File: src/rtl/mux_arb_pkg.sv
// Shared constants and state encoding for the 8-way round-robin mux arbiter.
package mux_arb_pkg;

    localparam int N_REQ = 8;
    localparam int SEL_W = 3;

    localparam logic [N_REQ-1:0] GNT_BIT0 = 8'h01;

    typedef enum logic [0:0] {
        IDLE  = 1'b0,
        GRANT = 1'b1
    } arb_state_e;

endpackage

File: src/rtl/rr_pick8.sv
// Combinational round-robin picker: first requester at or after ptr, wrapping mod 8.
module rr_pick8
    import mux_arb_pkg::*;
(
    input  logic [N_REQ-1:0] req,
    input  logic [SEL_W-1:0] ptr,
    output logic             any,
    output logic [SEL_W-1:0] idx
);

    logic [N_REQ-1:0] rot_s;
    logic [SEL_W-1:0] pos_s;
    logic             any_s;

    // Rotate so that bit 0 of rot_s is the requester at ptr.
    always_comb begin
        rot_s = '0;
        for (int k = 0; k < N_REQ; k++) begin
            rot_s[k] = req[ptr + SEL_W'(k)];
        end
    end

    // Lowest set bit of the rotated vector; scanning downward leaves the lowest.
    always_comb begin
        pos_s = '0;
        any_s = 1'b0;
        for (int k = N_REQ - 1; k >= 0; k--) begin
            if (rot_s[k]) begin
                pos_s = SEL_W'(k);
                any_s = 1'b1;
            end else begin
                pos_s = pos_s;
            end
        end
    end

    assign any = any_s;
    assign idx = ptr + pos_s;

endmodule

File: src/rtl/mux8_rr_arbiter.sv
// Round-robin owner arbiter for an 8:1 mux with multi-beat hold and optional
// forced rotation after MAX_HOLD accepted beats.
module mux8_rr_arbiter
    import mux_arb_pkg::*;
#(
    parameter int MAX_HOLD = 16
) (
    input  logic             clk,
    input  logic             rst_n,
    input  logic [N_REQ-1:0] req,
    input  logic             out_ready,
    output logic [N_REQ-1:0] gnt,
    output logic [SEL_W-1:0] sel,
    output logic             out_valid,
    output logic             preempt
);

    localparam int CNT_W = (MAX_HOLD < 1) ? 1 : $clog2(MAX_HOLD + 1);
    localparam logic [CNT_W-1:0] CNT_MAX  = {CNT_W{1'b1}};
    localparam logic [CNT_W-1:0] CNT_ONE  = CNT_W'(1);
    localparam logic [CNT_W-1:0] HOLD_LIM = CNT_W'(MAX_HOLD);

    arb_state_e       state_q, state_d;
    logic [N_REQ-1:0] gnt_q, gnt_d;
    logic [SEL_W-1:0] sel_q, sel_d;
    logic             out_valid_q, out_valid_d;
    logic             preempt_q, preempt_d;
    logic [SEL_W-1:0] ptr_q, ptr_d;
    logic [CNT_W-1:0] beat_cnt_q, beat_cnt_d;

    logic             pick_any_s;
    logic [SEL_W-1:0] pick_idx_s;
    logic             accept_s;
    logic             owner_req_s;
    logic [CNT_W-1:0] cnt_inc_s;
    logic             hold_hit_s;

    rr_pick8 u_pick (
        .req (req),
        .ptr (ptr_q),
        .any (pick_any_s),
        .idx (pick_idx_s)
    );

    assign accept_s    = out_valid_q & out_ready;
    assign owner_req_s = req[sel_q];
    assign cnt_inc_s   = (accept_s && (beat_cnt_q != CNT_MAX)) ? (beat_cnt_q + CNT_ONE) : beat_cnt_q;
    assign hold_hit_s  = (MAX_HOLD != 0) && accept_s && (cnt_inc_s == HOLD_LIM);

    // Next-state and next-output computation for the IDLE/GRANT controller.
    always_comb begin
        state_d     = state_q;
        gnt_d       = gnt_q;
        sel_d       = sel_q;
        out_valid_d = out_valid_q;
        preempt_d   = 1'b0;
        ptr_d       = ptr_q;
        beat_cnt_d  = beat_cnt_q;
        case (state_q)
            IDLE: begin
                if (pick_any_s) begin
                    state_d     = GRANT;
                    gnt_d       = GNT_BIT0 << pick_idx_s;
                    sel_d       = pick_idx_s;
                    out_valid_d = 1'b1;
                    beat_cnt_d  = '0;
                end else begin
                    gnt_d       = '0;
                    out_valid_d = 1'b0;
                end
            end
            GRANT: begin
                // A coinciding voluntary drop wins over preemption, so preempt needs req still high.
                if (!owner_req_s || hold_hit_s) begin
                    state_d     = IDLE;
                    gnt_d       = '0;
                    out_valid_d = 1'b0;
                    ptr_d       = sel_q + 3'd1;
                    preempt_d   = hold_hit_s & owner_req_s;
                    beat_cnt_d  = cnt_inc_s;
                end else begin
                    beat_cnt_d  = cnt_inc_s;
                end
            end
            default: begin
                state_d     = IDLE;
                gnt_d       = '0;
                out_valid_d = 1'b0;
            end
        endcase
    end

    // State and output registers with synchronous active-low reset.
    always_ff @(posedge clk) begin
        if (!rst_n) begin
            state_q     <= IDLE;
            gnt_q       <= '0;
            sel_q       <= '0;
            out_valid_q <= 1'b0;
            preempt_q   <= 1'b0;
            ptr_q       <= '0;
            beat_cnt_q  <= '0;
        end else begin
            state_q     <= state_d;
            gnt_q       <= gnt_d;
            sel_q       <= sel_d;
            out_valid_q <= out_valid_d;
            preempt_q   <= preempt_d;
            ptr_q       <= ptr_d;
            beat_cnt_q  <= beat_cnt_d;
        end
    end

    assign gnt       = gnt_q;
    assign sel       = sel_q;
    assign out_valid = out_valid_q;
    assign preempt   = preempt_q;

endmodule
File: config.mk
export PLATFORM = sky130hd
export DESIGN_NAME = mux8_rr_arbiter
export DESIGN_NICKNAME = d
export VERILOG_FILES = /design/src/rtl/mux_arb_pkg.sv /design/src/rtl/rr_pick8.sv /design/src/rtl/mux8_rr_arbiter.sv
export SDC_FILE = /design/constraint.sdc
export NUM_CORES = 1
export LEC_CHECK = 0
export BUFFER_PORTS_ARGS = -buffer_cell sky130_fd_sc_hd__buf_4
export CAP_MARGIN = 20
export CORE_MARGIN = 4
export CORE_UTILIZATION = 57
export DETAILED_ROUTE_END_ITERATION = 6
export PLACE_DENSITY = 0.79
export SETUP_SLACK_MARGIN = 0.3
export SLEW_MARGIN = 0
export SYNTH_ARGS = -nofsm -noshare
export SYNTH_HDL_FRONTEND = slang
export SYNTH_SLANG_ARGS = --single-unit
File: constraint.sdc
create_clock -name clk -period 3.8 [get_ports clk]
set_input_delay 0 -clock clk [delete_from_list [all_inputs] [get_ports clk]]
set_output_delay 0 -clock clk [all_outputs]
set_load 0.1 [all_outputs]
==> results.sh <==
export IMPL_outcome="complete, no violations"
export IMPL_clock_sinks=22
export IMPL_grt_max_degree=20
export IMPL_max_freq_mhz=311
export IMPL_syn_area_per_cell_sq_um=10.2
export IMPL_drive_above_1_share_pct=29.0
export IMPL_first_pass_iters=4
export IMPL_syn_inst=172
export IMPL_die_w_um=63.4
export IMPL_postSynth_asyncResetShare_pct=0
export IMPL_r2r_start="ptr_q[0]"
export IMPL_pre_cts_ws_ps=542
export IMPL_postCtsSetupRepairBufs=0
export IMPL_synth_top_area_cell="dfxtp_1"
export IMPL_die_height_um=63.4
export IMPL_coreArea_sq_um=2850
export IMPL_drt_iter0_markers=87
export IMPL_clock_latency_ps=310
export IMPL_synthTopCellsByArea="dfxtp_1 25%, mux4_2 10%, mux2i_1 6.9%"
export IMPL_fin_crit_sh_pct=84.5
export IMPL_synth_distinct_cells=50
export IMPL_ys_warn_count=0
export IMPL_antenna_found_initial=0
export IMPL_ant_nets=0
export IMPL_drv_slew=0
export IMPL_dpl_cell_area_sq_um=1920
export IMPL_synth_edff_count=0
export IMPL_required_ps=4020
export IMPL_min_from="out_ready"
export IMPL_rsz0062_at_grt="false"
export IMPL_htree_levels=1
export IMPL_clk_path_buf_depth=2
export IMPL_start_util_pct=61.4
export IMPL_diodes=0
export IMPL_netlist_area_sq_um=1750
export IMPL_grt_pass1_wl_mm=6.62
export IMPL_synth_net_count=190
export IMPL_finalWorstPathRequiredPeriod_ps=3210
export IMPL_ir_drop_mv=0.645
export IMPL_hold_viol_final=0
export IMPL_power_density_nw_per_um2=781
export IMPL_io_buffers=23
export IMPL_hold_ws_ps=191
export IMPL_grt_usage_pct=20.6
export IMPL_finalNetCount=212
export IMPL_max_stage_delay_ps=630
export IMPL_routabilityCongestion=0.869
export IMPL_ios=24
export IMPL_startpoint="ptr_q[0]"
export IMPL_cts_root_buf="clkbuf_4"
export IMPL_met2WireLength_mm=2.02
export IMPL_hp_class="input pin to flip-flop"
export IMPL_ys_dominant_reg_cell="dfxtp_1"
export IMPL_die_area_sq_um=4020
export IMPL_synth_top_area_share_pct=25.1
export IMPL_path_clk_slew_ps=130
export IMPL_place_hpwl_mm=3.00
export IMPL_crit_arrival_ps=3440
export IMPL_utilization_pct=70.5
export IMPL_core_rowCount=19
export IMPL_top_layer_used="met4"
export IMPL_path_cells="inv_1, ha_2, mux4_2, mux2i_4, nand3_1, a21oi_1, a21oi_1, fa_1, and4b_1, a22o_1"
export IMPL_vias=1438
export IMPL_maxSlewHeadroom_pct=47.9
export IMPL_route_met3_wl_um=233
export IMPL_design_area_sq_um=2010
export IMPL_slowest_stage="fa_1"
export IMPL_worst_slew_pin_slew_ps=778
export IMPL_finalSetupViolCount=0
export IMPL_start_kind="flip-flop"
export IMPL_reg2reg_slack_ps=590
export IMPL_clock_skew_ps=1.70
export IMPL_ys_ff_latch=22
export IMPL_yosysSeqAreaShare_pct=25.1
export IMPL_drt_met1_wl_mm=1.56
export IMPL_critPathKind="flip-flop to flip-flop"
export IMPL_cts_made_buffers=3
export IMPL_remaining_drc_errors=0
export IMPL_instances_no_fill=224
export IMPL_detail_route_wl_per_cell_um=17.2
export IMPL_routed_wl_mm=3.85
export IMPL_finalSetupTns_ps=0
export IMPL_placed_cells=219
export IMPL_total_power_mw=1.57
export IMPL_maxCapViolCount=0
export IMPL_cp_end_kind="flip-flop"
export IMPL_syn2layout_area_growth_pct=14.9
export IMPL_grt_remaining_overflow=0
export IMPL_cp_common_cell="a21oi_1"
export IMPL_viasPerCell=6.42
export IMPL_layout_setup_ws_ps=588
export IMPL_grt_pass1_vias=1387
export IMPL_cts_tree="done"
export IMPL_cellLeakagePower_nw=0.835
export IMPL_crit_fanout=6
[timing repair]
action	CTS	global route
resized for setup	0	5
endpoints found under the setup margin	0	6
hold buffers	1	0
endpoints found under the hold margin	1	0
[critical path, delay by kind of cell (launching register included)]
kind	cells	cell delay [ps]
buf+inv	1	110
flops	1	360
simple gates	2	330
fa+ha+maj	2	1080
compound gates	3	460
mux	2	780
[area by class of cell]
class	instances	area (sq um)
Timing Repair Buffer	27	205
Inverter	5	18.8
Clock inverter	1	30.0
Fill cell	222	841
Clock buffer	3	22.5
Sequential cell	22	440
Multi-Input combinational cell	135	1260
Tap cell	31	38.8
[path summary, 6_finish.rpt]
path / end / cells after the start
setup / recovery: gnt[7] / 10
hold reg to reg: gnt[5] / 1
hold / removal: preempt / 4
setup reg to reg: gnt[7] / 10
[Yosys cell counts, drive strengths merged (4+ instances only)]
cell / instances
dfxtp: 22
inv: 5
nand3: 4
clkbuf: 4
nand2: 12
nor2b: 8
a22o: 4
mux4: 10
and2: 4
mux2i: 14
a21oi: 6
xor2: 5
a32o: 4
nor2: 7
mux2: 6
xnor2: 4
nor3: 6
buf: 6
o21ai: 5
ha: 6
[cell families after synthesis]
logic type / Yosys count / share of synthesized area [%]
AO/OA/AOI/OAI: 31 / 13.1
XOR/XNOR: 9 / 5.36
adder cells (fa/ha/maj): 7 / 5.43
buffers and inverters: 15 / 4.57
flip-flops: 22 / 25.1
multiplexers: 30 / 26.6
AND/OR/NAND/NOR: 58 / 19.8
[power breakdown]
group	leakage (nW)	internal, mW	switching [mW]
Sequential	0.179	0.279	0.0512
Clock	0.0279	0.107	0.0750
Combinational	0.627	0.394	0.666
Total	0.835	0.780	0.792
[layout by cell type (no fill, tap or decap), drive strengths merged, types with 2 or more instances in the layout]
cell     count
and2         4
a2bb2oi      2
nor3         6
nor4         2
xnor2        4
nand4        2
nor2b        8
mux2         6
clkbuf       3
ha           6
a22o         4
mux4        10
nor3b        2
o31ai        3
nor2         7
inv          5
mux2i       14
a32o         4
and3         2
o21ai        5
and4b        3
a21oi        6
nand2       12
nand3        4
dfxtp       22
buf         26
xor2         5
[flip-flops by register name (all words and copies together) (netlist names)]
signal	cells
sel	3
beat_cnt_q	5
out_valid	1
gnt	8
ptr_q	3
state_q	1
preempt	1
[routing by layer]
metal	up-vias	global-route usage, %
met5	-	0
met4	0	5.93
met3	7	5.15
met2	38	35.5
met1	696	25.2
li1	697	-
Power figures use the tool's default switching activity.
